--- src/rtl/usb_rx_pkg.sv ---
// Shared USB receive definitions: line idle level, default stuffing run length
// and the per-strobe bit classification used by the NRZI decoder.
package usb_rx_pkg;

    localparam logic USB_IDLE_LEVEL    = 1'b1;
    localparam int   DEFAULT_STUFF_LEN = 6;

    typedef enum logic [2:0] {
        BIT_NONE,
        BIT_ACCEPT,
        BIT_STUFF,
        BIT_STUFF_ERR,
        BIT_EOP
    } bit_action_e;

    // clear behaves like an end-of-packet even without a strobe and wins over everything
    function automatic bit_action_e classify_bit(
        input logic strobe,
        input logic eop,
        input logic clear,
        input logic stuff_slot,
        input logic d
    );
        if (clear || (strobe && eop)) return BIT_EOP;
        if (!strobe)                  return BIT_NONE;
        if (!stuff_slot)              return BIT_ACCEPT;
        if (d)                        return BIT_STUFF_ERR;
        return BIT_STUFF;
    endfunction

endpackage

--- src/rtl/sync_chain.sv ---
// Multi-flop synchroniser for a single asynchronous level, with a
// configurable reset value so an idle line does not glitch out of reset.
module sync_chain #(
    parameter int   STAGES  = 2,
    parameter logic RST_VAL = 1'b1
) (
    input  logic clk,
    input  logic n_rst,
    input  logic d_in,
    output logic d_sync
);

    logic [STAGES-1:0] sync_q;
    logic [STAGES-1:0] sync_d;

    always_comb begin
        sync_d = {sync_q[STAGES-2:0], d_in};
    end

    always_ff @(posedge clk or negedge n_rst) begin
        if (!n_rst) begin
            sync_q <= {STAGES{RST_VAL}};
        end else begin
            sync_q <= sync_d;
        end
    end

    assign d_sync = sync_q[STAGES-1];

endmodule

--- src/rtl/nrzi_rx_decoder.sv ---
// USB-style receive front end: synchronises the NRZI line, decodes it, strips
// stuffed zeros, flags stuffing violations and deserialises LSB-first words.
module nrzi_rx_decoder
    import usb_rx_pkg::*;
#(
    parameter int DATA_W      = 8,
    parameter int STUFF_LEN   = DEFAULT_STUFF_LEN,
    parameter int SYNC_STAGES = 2
) (
    input  logic              clk,
    input  logic              n_rst,
    input  logic              dp_in,
    input  logic              shift_enable,
    input  logic              eop,
    input  logic              clear,
    output logic              d_orig,
    output logic              bit_valid,
    output logic [DATA_W-1:0] rx_data,
    output logic              data_valid,
    output logic              stuff_err
);

    localparam int OC_W = $clog2(STUFF_LEN + 1);
    localparam int BC_W = $clog2(DATA_W);
    // The shifter only needs the first DATA_W-1 bits; the final bit joins them on completion.
    localparam int SR_W = DATA_W - 1;

    localparam logic [OC_W-1:0] STUFF_AT = OC_W'(STUFF_LEN);
    localparam logic [BC_W-1:0] LAST_BIT = BC_W'(DATA_W - 1);

    logic              dp_s;
    logic              prev_level_q, prev_level_d;
    logic [OC_W-1:0]   ones_cnt_q, ones_cnt_d;
    logic [BC_W-1:0]   bit_cnt_q, bit_cnt_d;
    logic [SR_W-1:0]   sr_q, sr_d;
    logic [DATA_W-1:0] rx_data_q, rx_data_d;
    logic              data_valid_q, data_valid_d;
    logic              stuff_err_q, stuff_err_d;
    logic              stuff_slot;
    bit_action_e       action;

    sync_chain #(
        .STAGES  (SYNC_STAGES),
        .RST_VAL (USB_IDLE_LEVEL)
    ) u_sync (
        .clk    (clk),
        .n_rst  (n_rst),
        .d_in   (dp_in),
        .d_sync (dp_s)
    );

    assign d_orig     = ~(dp_s ^ prev_level_q);
    assign stuff_slot = (ones_cnt_q == STUFF_AT);
    assign action     = classify_bit(shift_enable, eop, clear, stuff_slot, d_orig);
    assign bit_valid  = (action == BIT_ACCEPT);

    always_comb begin
        prev_level_d = prev_level_q;
        ones_cnt_d   = ones_cnt_q;
        bit_cnt_d    = bit_cnt_q;
        sr_d         = sr_q;
        rx_data_d    = rx_data_q;
        data_valid_d = 1'b0;
        stuff_err_d  = 1'b0;

        case (action)
            BIT_EOP: begin
                prev_level_d = USB_IDLE_LEVEL;
                ones_cnt_d   = '0;
                bit_cnt_d    = '0;
                sr_d         = '0;
            end
            BIT_ACCEPT: begin
                prev_level_d = dp_s;
                ones_cnt_d   = d_orig ? ones_cnt_q + 1'b1 : '0;
                sr_d         = SR_W'({d_orig, sr_q} >> 1);
                if (bit_cnt_q == LAST_BIT) begin
                    rx_data_d    = {d_orig, sr_q};
                    data_valid_d = 1'b1;
                    bit_cnt_d    = '0;
                end else begin
                    bit_cnt_d = bit_cnt_q + 1'b1;
                end
            end
            BIT_STUFF: begin
                prev_level_d = dp_s;
                ones_cnt_d   = '0;
            end
            BIT_STUFF_ERR: begin
                prev_level_d = dp_s;
                ones_cnt_d   = '0;
                stuff_err_d  = 1'b1;
            end
            default: ;
        endcase
    end

    always_ff @(posedge clk or negedge n_rst) begin
        if (!n_rst) begin
            prev_level_q <= USB_IDLE_LEVEL;
            ones_cnt_q   <= '0;
            bit_cnt_q    <= '0;
            sr_q         <= '0;
            rx_data_q    <= '0;
            data_valid_q <= 1'b0;
            stuff_err_q  <= 1'b0;
        end else begin
            prev_level_q <= prev_level_d;
            ones_cnt_q   <= ones_cnt_d;
            bit_cnt_q    <= bit_cnt_d;
            sr_q         <= sr_d;
            rx_data_q    <= rx_data_d;
            data_valid_q <= data_valid_d;
            stuff_err_q  <= stuff_err_d;
        end
    end

    assign rx_data    = rx_data_q;
    assign data_valid = data_valid_q;
    assign stuff_err  = stuff_err_q;

endmodule

--- config.mk ---
export PLATFORM = sky130hd
export DESIGN_NAME = nrzi_rx_decoder
export DESIGN_NICKNAME = d
export VERILOG_FILES = /design/src/rtl/usb_rx_pkg.sv /design/src/rtl/sync_chain.sv /design/src/rtl/nrzi_rx_decoder.sv
export SDC_FILE = /design/constraint.sdc
export NUM_CORES = 1
export LEC_CHECK = 0
export ABC_AREA = 1
export CAP_MARGIN = 30
export CORE_ASPECT_RATIO = 1.25
export CORE_UTILIZATION = 45
export CTS_CLUSTER_SIZE = 30
export DETAILED_ROUTE_END_ITERATION = 12
export PLACE_DENSITY = 0.72
export REMOVE_ABC_BUFFERS = 1
export SLEW_MARGIN = 15
export SYNTH_ARGS = -nofsm -noshare
export SYNTH_HDL_FRONTEND = slang
export SYNTH_SLANG_ARGS = --single-unit
--- constraint.sdc ---
create_clock -name clk -period 1.28 [get_ports clk]
set_input_delay 0.128 -clock clk [delete_from_list [all_inputs] [get_ports clk]]
set_output_delay 0.128 -clock clk [all_outputs]
set_load 0.05 [all_outputs]
==> Flow_metrics.wiki <==
{| class="wikitable"
! Metric !! Value
|-
| Status || complete, but fails checks
|-
| Violated checks || negative setup slack
|-
| Final clock period utilization by the worst path || 1.218
|-
| Number of setup violations in the final report || 19
|-
| Highest cell delay on the worst timing path || 410 ps
|-
| Sinks on Clock Net || 26
|-
| Relative slew margins || 0.7902
|-
| Worst IR Drop VDD || 0.7150 mV
|-
| Share of cell area taken by muxes after synthesis || 0
|-
| CTS tree || built
|-
| First DRT Iteration DRCs || 27
|-
| First-pass GRT wire length || 4.229 mm
|-
| Netlist area before placement || 0.001161 sq mm
|-
| Dominant cell type by count on the critical path || sky130_fd_sc_hd__buf_12
|-
| Detailed Place HPWL || 1.613 mm
|-
| Share of synthesized cell area in and, or, nand and nor gates || 0.2037
|-
| Maximum clock skew at final layout || 12.33 ps
|-
| Data required time of the critical path || 1150 ps
|-
| Top-level I/O count || 18
|-
| Avg Cell Area, Syn || 9.596 sq um
|-
| Number of global-route vias before repair || 1012
|-
| Final min period || 1559 ps
|-
| Number of buffers inserted by port buffering || 17
|-
| Count of antenna diodes in the layout || 0
|-
| Share of the synthesized area in the top cell type || 0.4957
|-
| Final routed wire length divided by cell count || 13.46 microns
|-
| Data arrival time of the worst path || 1430 ps
|-
| Share of layout cells above drive strength 1 || 0.4146
|-
| Remaining global-route overflow || 0
|-
| Maximum clock frequency || 641.5 MHz
|-
| Total count of max-transition violations in the final report || 0
|-
| Largest family of logic cells by synthesized area || simple AND/OR/NAND/NOR gates
|-
| Post-Synth XOR/XNOR Area || 0
|-
| Fraction of the mapped netlist area in compound gates || 0.1185
|-
| Element type at the critical path start || flip-flop
|-
| Tightest Pin Transition || 314.7 ps
|-
| Count of H-tree levels built during CTS || 1
|-
| Top post-synthesis cells by area || sky130_fd_sc_hd__dfrtp_1 (50%), sky130_fd_sc_hd__nand2_1 (12%), sky130_fd_sc_hd__dfstp_2 (6.8%)
|-
| Count of vias placed by the detailed router || 995
|-
| Total Power Consumption || 1.651 mW
|-
| Number of nets in the layout || 175
|-
| Wire length reported by the detailed router || 2.652 mm
|-
| Die extent in y || 58.79 microns
|-
| WS Path Type || reg -> out
|-
| Gate count after technology mapping || 121
|-
| Max-capacitance violation count || 0
|-
| Crit end category || output pin
|-
| Leading cell type in the layout, fill and taps excluded || sky130_fd_sc_hd__nand2_1
|-
| Worst-path cell chain || inv_2, ha_4, nand2_4, nand3_4, buf_12, inv_8, buf_12
|-
| Number of filler instances in the final layout || 159
|-
| Number of nets with antenna violations after routing || 0
|-
| Number of clock buffers inserted by TritonCTS || 3
|-
| Antenna violations before repair || 0
|-
| Final weighted congestion in routability-driven placement || 0.7178
|-
| Adder-Cell Fraction of Synth Area || 0.04310
|-
| Clk buf depth || 2
|-
| First-pass detailed-route iteration total || 4
|-
| Initial core utilization || 0.4784
|-
| Synthesized flop and latch total || 26
|-
| Final count of hold timing violations || 0
|-
| Maximum number of pins on one net before global-route repair || 27
|-
| Final Core Density || 0.7680
|-
| Commonest cells after routing, fill and taps aside || sky130_fd_sc_hd__nand2_1 (31), sky130_fd_sc_hd__dfrtp_1 (23), sky130_fd_sc_hd__buf_4 (17)
|-
| Hold WC Path Type || in -> async
|-
| Standby leakage power || 0.8994 nW
|-
| Total global-route track usage || 0.2192
|-
| Number of rows in the core area || 20
|-
| Die X-Extent || 47.44 microns
|-
| Avg Vias per Cell || 5.051
|-
| Largest area contributor in the synthesized netlist || sky130_fd_sc_hd__dfrtp_1
|-
| Count of hold-fix buffers inserted at cts || 0
|-
| Clock root buffer || sky130_fd_sc_hd__clkbuf_4
|-
| Pwr Density || 885.8 mW/mm^2
|-
| Number of different library cells in the post-synthesis netlist || 20
|-
| DIE AREA || 0.002789 sq mm
|-
| Setup repair after global routing missed its margin || yes
|-
| Critical Path Slowest Stage Cell || sky130_fd_sc_hd__dfrtp_1
|-
| Proportion of synthesized chip area in sequential cells || 0.5636
|-
| Clock network latency to the later pin of the worst-skew pair || 340 ps
|-
| Post-route DRC violation count || 0
|-
| Total core area || 0.002427 sq mm
|-
| Relative area change from synthesis to final layout || 60.56%
|-
| Clock-pin transition on the worst setup and hold timing paths || 140 ps
|-
| Yosys warnings || 0
|-
| Maximum fanout encountered on the critical timing path || 2
|-
| Worst-case setup margin in the final layout || -278.8 ps
|}
-- kinds of logic (layout without fill, tap and decap cells) --
kind of cell               Yosys count  count (layout)
adders and majority gates            4               4
buffers and inverters               19              61
AOI/OAI and AO/OA                   20              20
and+or+nand+nor                     52              53
DFF                                 26              26
-- flip-flops by register name, indices dropped and copies added, names as in the netlist --
signal         flops
stuff_err          1
prev_level_q       1
u_sync.sync_q      2
rx_data            8
sr_q               7
ones_cnt_q         3
data_valid         1
bit_cnt_q          3
-- per-stage QoR --
step | cell area (sq um) | setup slack, ps | instances | hold slack, ps | TNS [ps]
2_1_floorplan | 1142 | -290.3 | 119 | -167.6 | -3224
3_3_place_gp | 1584 | -40.53 | 182 | 347.8 | -337.0
3_5_place_dp | 1584 | -92.80 | 182 | 349.1 | -1105
4_1_cts | 1849 | -262.7 | 197 | 162.9 | -3340
5_1_grt | 1864 | -325.3 | 197 | 169.1 | -3920
6_report | 1864 | -278.8 | 197 | 135.2 | -2761
-- power breakdown --
| part | internal [mW] | switching [mW] | total, mW |
|---|---|---|---|
| Combinational | 0.110 | 0.123 | 0.233 |
| Clock | 0.317 | 0.251 | 0.569 |
| Sequential | 0.840 | 0.00984 | 0.850 |
| Total | 1.27 | 0.384 | 1.65 |
-- Yosys cell counts, drive strengths merged --
cell	count
nor2	4
o21ai	15
clkinv	1
dfstp	3
nand3	9
dfrtp	23
o22ai	4
buf	2
inv	16
nand2	37
nor3	1
nand3b	1
a21oi	1
ha	4
-- worst max-delay path, delay by kind of cell, from the launching register on --
family / cells / cell delay [ps]
buf+inv: 4 / 370
simple gates: 2 / 160
flops: 1 / 410
fa+ha+maj: 1 / 160
-- path summary, 6_finish.rpt --
kind / endpoint / start / cells past startpoint / slack (ps)
worst min-delay path: rx_data[2] / n_rst / 2 / 140
max in group asynchronous: u_sync.sync_q[1] / n_rst / 2 / 860
worst max register to register: rx_data[1] / ones_cnt_q[1] / 8 / -270
min in group clk: u_sync.sync_q[0] / dp_in / 1 / 180
worst max-delay path: bit_valid / ones_cnt_q[0] / 7 / -280
worst min register to register: u_sync.sync_q[1] / u_sync.sync_q[0] / 0 / 370
-- final cells by class --
class	instances	area [sq um]	area share
Sequential cell	26	654.4	0.3510
Inverter	17	72.57	0.03893
Timing Repair Buffer	40	523.0	0.2805
Clock inverter	1	30.03	0.01611
Tap cell	33	41.29	0.02215
Clock buffer	3	22.52	0.01208
Multi-Input combinational cell	77	520.5	0.2792
-- layer usage --
layer | global-route usage | vias to the layer above | share of wire | routed length [microns]
met3 | 0.03374 | 5 | 0.033 | 88
met5 | 0 | - | 0 | 0
met2 | 0.4012 | 32 | 0.57 | 1503
li1 | - | 477 | - | -
met1 | 0.2274 | 481 | 0.38 | 1005
met4 | 0.1102 | 0 | 0.020 | 54
-- timing repair --
action,4_1_cts,5_1_grt
endpoints found under the hold margin,0,0
buffers inserted,8,3
cloned,3,0
endpoints found under the setup margin,18,25
pin swaps,8,9
gates resized for setup,28,14
No activity file was read; power rests on OpenSTA's default activity.
==> RTL change 1, RTL diff (config.mk and constraints unchanged) <==
Set the package constant `DEFAULT_STUFF_LEN` to 5 (it was 6).
--- a/src/rtl/usb_rx_pkg.sv
+++ b/src/rtl/usb_rx_pkg.sv
@@ -3,7 +3,7 @@
 package usb_rx_pkg;
 
     localparam logic USB_IDLE_LEVEL    = 1'b1;
-    localparam int   DEFAULT_STUFF_LEN = 6;
+    localparam int   DEFAULT_STUFF_LEN = 5;
 
     typedef enum logic [2:0] {
         BIT_NONE,
Behaviour: not the same (Yosys sat finds a counterexample within 10 cycles, from zero or initial values and one cycle with n_rst low).
==> RTL change 1 against the original RTL <==
  * Count of clock-buffer cells in the layout rose by 1
  * Design area fell by 4.5%
  * Fmax rose by 5.7%
  * Wire length rose by 1.1%
  * Clock skew increased by 0.0021 ns
  * Utilization decreased by 4.2 points
  * The run still ends with negative setup slack left
  * Setup slack improved by 0.085 ns
  * Via count decreased by 3.2%
  * Sequential cell count is the same
  * Sequential power barely moved
  * Critical path type unchanged
  * Power shrank 13%
  * Synthesized area is 0.54% higher
==> RTL change 1: results (changes against the original RTL) <==
gr-usage-met1: 0.275  # +0.0474
ys_seq_area_frac: 0.561  # -0.00302
fin_worst_skew_ns: 0.0144  # +0.00209 ns
grt_use_total: 0.236  # +0.0171
setup_slack_ns: -0.194  # +0.0846 ns
peakVddDrop_mv: 0.677  # -5.3%
critPathMaxFanout: 3  # +1
wl_per_cell_um: 13.7  # +1.6%
grtUsageMet3: 0.0215  # -0.0123
viasPerCell: 4.91  # -2.7%
drive_above_1_share: 0.362  # -0.0527
violations: "negative setup slack"
final.setup.tns_ns: -2.78  # -0.0223 ns
fin_nets: 174  # -0.57%
status: "finished with violations"
worstPathArrival_ns: 1.35  # -0.08 ns
p_leak_nw: 0.877  # -2.5%
dp.cells: 183  # +0.55%
synth_top_cells_by_count: "38 x nand2_1, 23 x dfrtp_1, 16 x inv_1, 10 x o21ai_0, 8 x nand3_1"
fillers: 188  # +18%
ys_top_cells_by_area: "dfrtp_1 49%, nand2_1 12%, dfstp_2 6.8%"
drtIter0Drc: 24  # -11%
met2_usage: 0.440  # +0.0391
syn-instance-count: 124  # +2.5%
finalWeightedCongestion: 0.799  # +11%
grt_pass1_wl_um: 4610  # +9.0%
setup_violations: 23  # +4
RTL change 1: metal layers:
layer  share of wire  wire length (µm)
met1            0.36               955
met2            0.61              1630
met3           0.023                62
met4           0.012                33
met5               0                 0
RTL change 1: metrics by stage:
stage	instance area, µm²	utilization	setup WS [ns]	power, mW
6_report	1780	0.726	-0.194	1.44
5_1_grt	1780	0.726	-0.234	1.49
4_1_cts	1760	0.717	-0.175	1.43
3_5_place_dp	1580	0.642	-0.162	1.04
3_3_place_gp	1580	0.642	-0.0585	1.03
2_1_floorplan	1150	-	-0.293	0.938
RTL change 1: cells by family after synthesis:
| logic type | count (synthesis) | share of synthesized area |
|---|---|---|
| and+or+nand+nor | 56 | 0.213 |
| adders and majority gates | 4 | 0.0429 |
| AOI/OAI and AO/OA | 18 | 0.109 |
| buffers and inverters | 20 | 0.0740 |
| DFF | 26 | 0.561 |
RTL change 1: area by class of cell:
type	count	area, µm²	area share
sequential	26	654	0.368
tap	33	41.3	0.0232
multi-input combinational	79	502	0.282
inverter	18	71.3	0.0401
clock buffer	4	26.3	0.0148
timing repair buffer	36	485	0.273
RTL change 1: worst min-delay path by stage:
stage	endpoint	slack [ns]	depth (start not counted)	startpoint
final	sr_q[5]	0.15	2	n_rst
after global routing	sr_q[4]	0.19	2	n_rst
after CTS	sr_q[5]	0.17	2	n_rst
after detailed placement	u_sync.sync_q[1]	0.36	0	u_sync.sync_q[0]
after global placement	u_sync.sync_q[1]	0.35	0	u_sync.sync_q[0]
after floorplan	bit_cnt_q[0]	-0.17	0	n_rst
RTL change 1: what timing repair did:
item | CTS | global route
gates cloned | 3 | 0
resized for setup | 19 | 9
hold buffers | 0 | 0
endpoints found under the setup margin | 20 | 25
pin swaps | 5 | 3
buffers inserted | 6 | 1
RTL change 1: critical path, stage by stage (launching register included):
cell and delay [ns]:
dfrtp_1 0.41, inv_2 0.06, ha_4 0.17, nand2_4 0.07, nand3_4 0.10, inv_4 0.09
buf_12 0.13
RTL change 1: power by group:
part / leakage [nW] / internal [mW] / switching (mW)
registers: 0.351 / 0.840 / 0.0107
logic: 0.511 / 0.107 / 0.123
clock network: 0.0150 / 0.122 / 0.235
==> RTL change 2, RTL diff (same flow settings) <==
Made on the original files. Take the reset off `rx_data_q` and load it in a clocked block of its own.
--- a/src/rtl/nrzi_rx_decoder.sv
+++ b/src/rtl/nrzi_rx_decoder.sv
@@ -101,7 +101,6 @@
             ones_cnt_q   <= '0;
             bit_cnt_q    <= '0;
             sr_q         <= '0;
-            rx_data_q    <= '0;
             data_valid_q <= 1'b0;
             stuff_err_q  <= 1'b0;
         end else begin
@@ -109,10 +108,13 @@
             ones_cnt_q   <= ones_cnt_d;
             bit_cnt_q    <= bit_cnt_d;
             sr_q         <= sr_d;
-            rx_data_q    <= rx_data_d;
             data_valid_q <= data_valid_d;
             stuff_err_q  <= stuff_err_d;
         end
+    end
+
+    always_ff @(posedge clk) begin
+        rx_data_q <= rx_data_d;
     end
 
     assign rx_data    = rx_data_q;
Behaviour: differs if n_rst is asserted again (counterexample within 10 cycles, from zero or initial values and one cycle with n_rst low); with n_rst held inactive, the same outputs for 10 cycles.
==> RTL change 2 against the original RTL <==
  * The flow still finishes with violations (negative setup slack)
  * Sequential power grew 3.9%
  * Critical path depth shrank 1
  * Setup slack gained 0.13 ns
  * Die area shrank 9.8%
  * Clock skew shrank 0.0051 ns
  * Power shrank 0.34%
  * Synthesized area shrank 10%
  * Clock power shrank 1%
  * Synthesized cell count shrank 21%
  * Register-to-register slack gained 0.18 ns
  * Sequential cell count is the same
  * Wire length shrank 19%
  * Design area shrank 9.3%
  * Critical path type unchanged
  * Critical endpoint unchanged
==> RTL change 2: results (changes against the original RTL) <==
status: "finished with violations"
violations: "negative setup slack"
peakVddDrop_mv: 1.18  # +65%
tightest_slew_ns: 0.231  # -0.0837 ns
p_seq_mw: 0.883  # +3.9%
syn-instance-count: 96  # -21%
hpwl_um: 1380  # -15%
routed-wl-met3_um: 81  # -8.0%
viasPerCell: 4.89  # -3.2%
grt_start_max_net_pins: 19  # -30%
dp.cells: 154  # -15%
pg_comb_mw: 0.200  # -14%
worstRegToRegCells: 5  # -3
drive_above_1_share: 0.463  # +0.0481
yosysUniqueCellTypes: 18  # -10%
worstPathArrival_ns: 1.31  # -0.12 ns
async_reset_ff_frac: 0.692  # -0.308
gr-usage-met1: 0.210  # -0.0175
final.setup.tns_ns: -1.16  # +1.60 ns
grt_pass1_wl_um: 3280  # -23%
dr_wl_met2_um: 1200  # -20%
p_leak_nw: 0.754  # -16%
setup_slack_ns: -0.153  # +0.126 ns
post_cts_resized: 18  # -36%
dpl_cell_area_um2: 1440  # -8.8%
drtIter0Drc: 20  # -26%
cts_setup_buffers: 5  # -3
r2r_end: "rx_data[2]"
wl_per_cell_um: 13.0  # -3.5%
grt_pass1_vias: 782  # -23%
ys_top_cells_by_area: "dfrtp_1 36%, edfxtp_1 23%, dfstp_2 7.6%"
finalWeightedCongestion: 0.761  # +6.0%
ys_seq_area_frac: 0.665  # +0.102
fin_cells: 165  # -16%
p_comb_frac: 0.122  # -0.019
wl_met1_um: 806  # -20%
swShare: 0.221  # -0.0111
synth_top_cells_by_count: "20 x nand2_1, 16 x inv_1, 15 x dfrtp_1, 8 x edfxtp_1, 8 x nand3_1"
critPathMaxFanout: 3  # +1
ff2ff_setup_slack_ns: -0.09  # +0.18 ns
fin_worst_skew_ns: 0.00719  # -0.00514 ns
setup_violations: 19  # unchanged
grtUsageMet3: 0.0260  # -0.00777
[RTL change 2: logic make-up (layout without fill, tap and decap cells)]
logic type,after synthesis,after routing,synth area share
AOI/OAI and AO/OA,12,12,0.0623
buffers and inverters,18,56,0.0719
and+or+nand+nor,36,36,0.152
adders and majority gates,4,4,0.0480
DFF,26,26,0.665
[RTL change 2: final cells by class]
cell class	count	area [µm²]
sequential	26	694
tap	31	38.8
timing repair buffer	35	437
multi-input combinational	52	403
clock buffer	3	22.5
fill	129	495
inverter	17	66.3
clock inverter	1	30.0
[RTL change 2: worst min path at each step]
stage                     start          endpoint  slack (ns)
2_1_floorplan             n_rst      bit_cnt_q[0]       -0.17
3_3_place_gp   u_sync.sync_q[0]  u_sync.sync_q[1]        0.35
3_5_place_dp   u_sync.sync_q[0]  u_sync.sync_q[1]        0.35
4_1_cts                   n_rst      bit_cnt_q[2]        0.12
5_1_grt                   n_rst      bit_cnt_q[2]        0.13
6_report                  n_rst      bit_cnt_q[2]         0.1
